$ cat src/rtl/inst_fetch_queue_pkg.sv
// Shared widths, defaults and entry layout for the instruction fetch queue.
package inst_fetch_queue_pkg;

    localparam int INST_W        = 32;
    localparam int IMEM_AW       = 5;
    localparam int ENTRY_W       = 2 * INST_W;
    localparam int DEFAULT_DEPTH = 4;
    localparam logic [INST_W-1:0] DEFAULT_RESET_PC = 32'h0000_0000;

    // Queue entry: upper half is the PC, lower half the big-endian word.
    typedef struct packed {
        logic [INST_W-1:0] pc;
        logic [INST_W-1:0] word;
    } fetch_entry_t;

    // Byte address of byte idx within the word at pc; wraps inside the 32-byte memory.
    function automatic logic [IMEM_AW-1:0] byte_addr(input logic [INST_W-1:0] pc,
                                                     input logic [1:0] idx);
        return pc[IMEM_AW-1:0] + {{(IMEM_AW-2){1'b0}}, idx};
    endfunction

endpackage

$ cat src/rtl/inst_fetch_queue_fifo.sv
// fetch_fifo: circular queue of {pc,word} entries with push, pop, flush and count.
module fetch_fifo
    import inst_fetch_queue_pkg::*;
#(
    parameter int DEPTH = DEFAULT_DEPTH
) (
    input  logic               clk,
    input  logic               reset,
    input  logic               push,
    input  logic               pop,
    input  logic               flush,
    input  logic [ENTRY_W-1:0] push_entry,
    output logic [ENTRY_W-1:0] head_entry,
    output logic [3:0]         count
);

    localparam int PTR_W = (DEPTH > 1) ? $clog2(DEPTH) : 1;
    localparam logic [PTR_W-1:0] PTR_ONE   = PTR_W'(1);
    localparam logic [3:0]       DEPTH_CNT = 4'(DEPTH);

    logic [ENTRY_W-1:0] mem_r [DEPTH];
    logic [PTR_W-1:0]   rd_ptr_r;
    logic [PTR_W-1:0]   wr_ptr_r;
    logic [3:0]         count_r;
    logic               pop_ok_s;
    logic               push_ok_s;

    // Qualify requests so a stray pop on empty or push on full cannot corrupt state.
    always_comb begin
        pop_ok_s  = 1'b0;
        push_ok_s = 1'b0;
        if (pop && (count_r != 4'd0)) begin
            pop_ok_s = 1'b1;
        end else begin
            pop_ok_s = 1'b0;
        end
        if (push && ((count_r < DEPTH_CNT) || pop_ok_s)) begin
            push_ok_s = 1'b1;
        end else begin
            push_ok_s = 1'b0;
        end
    end

    // Storage, pointers and occupancy; flush only empties, reset also clears entries.
    always_ff @(posedge clk) begin
        if (reset) begin
            for (int i = 0; i < DEPTH; i++) begin
                mem_r[i] <= '0;
            end
            rd_ptr_r <= '0;
            wr_ptr_r <= '0;
            count_r  <= 4'd0;
        end else if (flush) begin
            rd_ptr_r <= '0;
            wr_ptr_r <= '0;
            count_r  <= 4'd0;
        end else begin
            if (push_ok_s) begin
                mem_r[wr_ptr_r] <= push_entry;
                wr_ptr_r        <= wr_ptr_r + PTR_ONE;
            end
            if (pop_ok_s) begin
                rd_ptr_r <= rd_ptr_r + PTR_ONE;
            end
            case ({push_ok_s, pop_ok_s})
                2'b10:   count_r <= count_r + 4'd1;
                2'b01:   count_r <= count_r - 4'd1;
                default: count_r <= count_r;
            endcase
        end
    end

    assign head_entry = mem_r[rd_ptr_r];
    assign count      = count_r;

endmodule

$ cat src/rtl/inst_fetch_queue.sv
// Byte-serial instruction fetcher: assembles big-endian words from a 32-byte
// memory one byte per cycle and queues them with their PC for the processor.
module inst_fetch_queue
    import inst_fetch_queue_pkg::*;
#(
    parameter int                DEPTH    = DEFAULT_DEPTH,
    parameter logic [INST_W-1:0] RESET_PC = DEFAULT_RESET_PC
) (
    input  logic                clk,
    input  logic                reset,
    output logic [IMEM_AW-1:0]  imem_addr,
    input  logic [7:0]          imem_data,
    input  logic                redirect,
    input  logic [INST_W-1:0]   redirect_pc,
    output logic                inst_valid,
    input  logic                inst_ready,
    output logic [INST_W-1:0]   inst_out,
    output logic [INST_W-1:0]   inst_pc,
    output logic [3:0]          count
);

    localparam logic [3:0] DEPTH_CNT = 4'(DEPTH);

    logic [INST_W-1:0]  fetch_pc_r;
    logic [1:0]         byte_idx_r;
    logic [23:0]        partial_r;
    logic [3:0]         fifo_count_s;
    logic [ENTRY_W-1:0] head_s;
    logic [ENTRY_W-1:0] push_entry_s;
    fetch_entry_t       head_fields_s;
    logic               pop_s;
    logic               push_s;
    logic               capture_s;

    // Handshake decode; only the final byte stalls, and only when no slot frees this edge.
    always_comb begin
        pop_s        = 1'b0;
        push_s       = 1'b0;
        capture_s    = 1'b1;
        push_entry_s = {fetch_pc_r, partial_r, imem_data};
        if ((fifo_count_s != 4'd0) && inst_ready && !redirect) begin
            pop_s = 1'b1;
        end else begin
            pop_s = 1'b0;
        end
        if ((byte_idx_r == 2'd3) && (fifo_count_s == DEPTH_CNT) && !pop_s) begin
            capture_s = 1'b0;
        end else begin
            capture_s = 1'b1;
        end
        if (capture_s && (byte_idx_r == 2'd3) && !redirect) begin
            push_s = 1'b1;
        end else begin
            push_s = 1'b0;
        end
    end

    // Byte assembler; reset beats redirect, which beats normal capture.
    always_ff @(posedge clk) begin
        if (reset) begin
            fetch_pc_r <= RESET_PC;
            byte_idx_r <= 2'd0;
            partial_r  <= 24'd0;
        end else if (redirect) begin
            fetch_pc_r <= {redirect_pc[INST_W-1:2], 2'b00};
            byte_idx_r <= 2'd0;
            partial_r  <= 24'd0;
        end else if (capture_s) begin
            byte_idx_r <= byte_idx_r + 2'd1;
            case (byte_idx_r)
                2'd0:    partial_r[23:16] <= imem_data;
                2'd1:    partial_r[15:8]  <= imem_data;
                2'd2:    partial_r[7:0]   <= imem_data;
                2'd3:    fetch_pc_r       <= fetch_pc_r + 32'd4;
                default: partial_r        <= partial_r;
            endcase
        end
    end

    fetch_fifo #(
        .DEPTH(DEPTH)
    ) u_fifo (
        .clk       (clk),
        .reset     (reset),
        .push      (push_s),
        .pop       (pop_s),
        .flush     (redirect),
        .push_entry(push_entry_s),
        .head_entry(head_s),
        .count     (fifo_count_s)
    );

    assign head_fields_s = fetch_entry_t'(head_s);
    assign imem_addr     = byte_addr(fetch_pc_r, byte_idx_r);
    assign inst_valid    = (fifo_count_s != 4'd0);
    assign inst_out      = head_fields_s.word;
    assign inst_pc       = head_fields_s.pc;
    assign count         = fifo_count_s;

endmodule

$ cat config.mk
export PLATFORM = sky130hd
export DESIGN_NAME = inst_fetch_queue
export DESIGN_NICKNAME = d
export VERILOG_FILES = /design/src/rtl/inst_fetch_queue_pkg.sv /design/src/rtl/inst_fetch_queue_fifo.sv /design/src/rtl/inst_fetch_queue.sv
export SDC_FILE = /design/constraint.sdc
export NUM_CORES = 1
export LEC_CHECK = 0
export BUFFER_PORTS_ARGS = -buffer_cell sky130_fd_sc_hd__buf_4
export CORE_MARGIN = 1
export CORE_UTILIZATION = 64
export DETAILED_ROUTE_END_ITERATION = 12
export HOLD_SLACK_MARGIN = 0.08
export PLACE_DENSITY_LB_ADDON = 0.1
export REMOVE_ABC_BUFFERS = 1
export SLEW_MARGIN = 15
export SYNTH_ARGS = -nofsm -noshare
export SYNTH_HDL_FRONTEND = slang
export SYNTH_SLANG_ARGS = --single-unit
$ cat constraint.sdc
create_clock -name clk -period 8.1 [get_ports clk]
set_clock_uncertainty 0.2 [all_clocks]
set_input_delay 1.215 -clock clk [delete_from_list [all_inputs] [get_ports clk]]
set_output_delay 1.215 -clock clk [all_outputs]
set_load 0.03 [all_outputs]
==> run summary <==
Status: completed
Adder-cell share of the synthesized area: 0.7606%
Share of the synthesized area in the top cell type: 52.64%
Wire per inst: 21.23 um
Fin crit share: 52.76%
Int Pwr: 0.002725 W
Yosys Warn Count: 0
Vias in the first global route: 8274
Clk slew on worst S/H paths: 60 ps
Async SR Flop Fraction: 0%
Initial DRC Count: 524
Area growth syn-to-layout: 13.99%
Hold Buf Count CTS: 0
Die area: 0.02270 sq mm
Register bit total from synthesis: 314
Clock power frac: 41.8%
Synth area leaders: edfxtp_1 (53%), and2_1 (10%), mux4_2 (9.9%), dfxtp_1 (9.3%), mux2i_1 (2.0%)
Cell Area, Synth: 0.01415 sq mm
Post-DP HPWL: 16220 um
Clock Latency Late Sink: 540 ps
Fmax: 0.2340 GHz
PostCTS Resize Cnt: 0
Worst reg2reg path startpoint: byte_idx_r[0]
Synth Area in Compound Gates: 4.661%
Net switching fraction of the power: 20.83%
Hold Path Stages: 2
Post-synthesis simple-gate area fraction: 16.95%
Mapped Cells: 1021
Post-synth top flop: edfxtp_1
Final Hold Fails: 0
Count of maximum capacitance violations: 0
Commonest cells after routing, fill and taps aside: edfxtp_1 (248), and2_1 (233), buf_4 (124)
Max-slew violations: 0
Layout Utilization: 74.13%
FF-to-FF End: u_fifo.mem_r[0][17]
Pin count of the biggest net entering global routing: 63
Max clock buf depth: 3
Clock root buffer: clkbuf_16
R2r worst-path depth: 5
Power per cell area: 213.5 mW/mm^2
Worst hold path class: reg -> reg
Final Wtd Congestion: 0.8004
CTS tree: done
DRT Wirelength: 29720 um
Layout cells sized above 1: 22.68%
Largest family of logic cells by synthesized area: simple AND/OR/NAND/NOR gates
Post-synthesis mux area share: 11.85%
Unrepaired setup endpoints after global routing: no
Final setup vio count: 0
Flop pwr share: 52.9%
CP Capture Type: output pin
DRC Markers: 0
Die W: 150.7 um
Via-per-instance ratio: 6.125
Hold Worst Slack: 329.0 ps
Post-synth top area cell: edfxtp_1
CP Class: reg -> out
PortBufs: 113
Worst slew pin tran: 992.3 ps
FILL cells: 1396
Initial antenna violation count: 0
Global route overflow: 0
DRT Pass-1 Iters: 5
CTS H-tree depth: 1
CP startpoint kind: flop
Psw: 0.0007172 W
Core area: 0.02176 sq mm
Post-CTS Setup Inserts: 0
Most common cell after layout, fill and taps aside: edfxtp_1
Sequential element share of the synthesized area: 61.98%
DP Cell Count: 1343
Combinational Power Share: 5.2%
Row cnt: 54
Post-DRT Antenna Nets: 0
Leakage power: 5.877 nW
Final setup margin: 3827 ps
Yosys cell types: 59
Sum Neg Setup Slack: 0 ps
CTS Sinks: 314
Antenna cells: 0
Hold Crit Start: u_fifo.rd_ptr_r[1]
Die H: 150.7 um
Fin crit period: 4273 ps
Setup WS pre-CTS: 3946 ps
First-pass GRT wire length: 46000 um
WP data arrival: 2860 ps
Req. time, crit path: 6680 ps
VDD IR-drop max: 0.1430 mV
Relative slew slack: 33.84%
Fin cells: 1400
Fin nets: 1148
Synth Area in XOR/XNOR: 0.6191%
Reg2Reg Setup Slack: 4570 ps
Syn_area_per_cell: 13.86 sq um
Total CTS buffers: 31
Vias post-DR: 8575
Starting Density: 65.03%
Post-synth EDFFs: 248
CP max FO: 35
Io pins: 118
All-Layer GR Usage: 27.04%
[routing by layer]
metal | share of wire (%) | vias up | global-route usage [%]
li1 | - | 3949 | -
met1 | 41 | 4294 | 36.94
met2 | 51 | 298 | 45.81
met3 | 6.6 | 34 | 3.636
met4 | 1.8 | 0 | 7.400
met5 | 0 | - | 0
[final cells by class]
class	count	area (sq um)	area share [%]
multi-input cells	605	4971	30.82
clock inverters	10	150.1	0.9310
well taps	280	350.3	2.172
repair buffers	124	930.9	5.772
flip-flops and latches	314	8773	54.40
clock buffers	47	875.8	5.431
inverters	20	75.07	0.4655
[critical path: stages, from the launching register on]
cell     delay [ps]
dfxtp_4         760
buf_4           700
mux4_2          650
buf_4           200
[stage by stage]
stage / cell area, sq um / total power [W]
final: 16130 / 0.003442
after global routing: 16130 / 0.003540
after CTS: 16130 / 0.003458
after detailed placement: 15100 / 0.002037
after global placement: 15100 / 0.002030
after floorplan: 13780 / 0.001949
[worst max-delay path by stage]
stage / slack (ps) / startpoint / end / depth (start not counted)
floorplan: 2240 / redirect / u_fifo.mem_r[3][0] / 3
finish: 3830 / flop / inst_pc[19] / 3
detailed placement: 3950 / reset / u_fifo.mem_r[0][5] / 6
CTS: 3740 / flop / inst_pc[19] / 3
global route: 3620 / flop / inst_pc[19] / 3
global placement: 3980 / reset / u_fifo.mem_r[0][30] / 6
[state kept, by name, indices dropped and copies added, names as in the netlist, named ones only]
name,cells
u_fifo.mem_r,248
fetch_pc_r,30
partial_r,24
u_fifo.count,4
byte_idx_r,2
u_fifo.rd_ptr_r,2
u_fifo.wr_ptr_r,2
[cells in the mapped netlist, drive strengths merged, types with 3 or more instances]
cell type and n:
edfxtp 248, and2 233, dfxtp 66, nor2 64
mux4 62, clkbuf 56, mux2i 28, buf 27
inv 19, nor4 18, o21ai 15, nand3 14
a211oi 13, a21oi 13, a311oi 13, nand2 13
o31ai 12, or4 12, nand4 10, and4 7
ha 7, nor3 7, or3 7, xnor2 7
nor3b 5, o21bai 4, o311ai 4, or2 4
a21o 3, and3 3, o21a 3, or4b 3
xor2 3
[kinds of logic (layout without fill, tap and decap cells)]
logic type / after synthesis / count (layout)
fa+ha+maj: 8 / 8
other cells: 1 / 2
flops: 314 / 314
mux: 90 / 90
buf+inv: 103 / 201
simple gates: 403 / 403
xor+xnor: 10 / 10
compound gates: 92 / 92
[power by group through the flow]
stage          Sequential [W]  Clock (W)  Combinational (W)
6_report              0.00182    0.00144           0.000179
4_1_cts               0.00182    0.00145           0.000181
2_1_floorplan         0.00185          0           0.000101
5_1_grt               0.00183    0.00152           0.000192
3_3_place_gp          0.00185          0           0.000178
3_5_place_dp          0.00186          0           0.000180
Note: power is estimated with default switching activity, not from simulation.
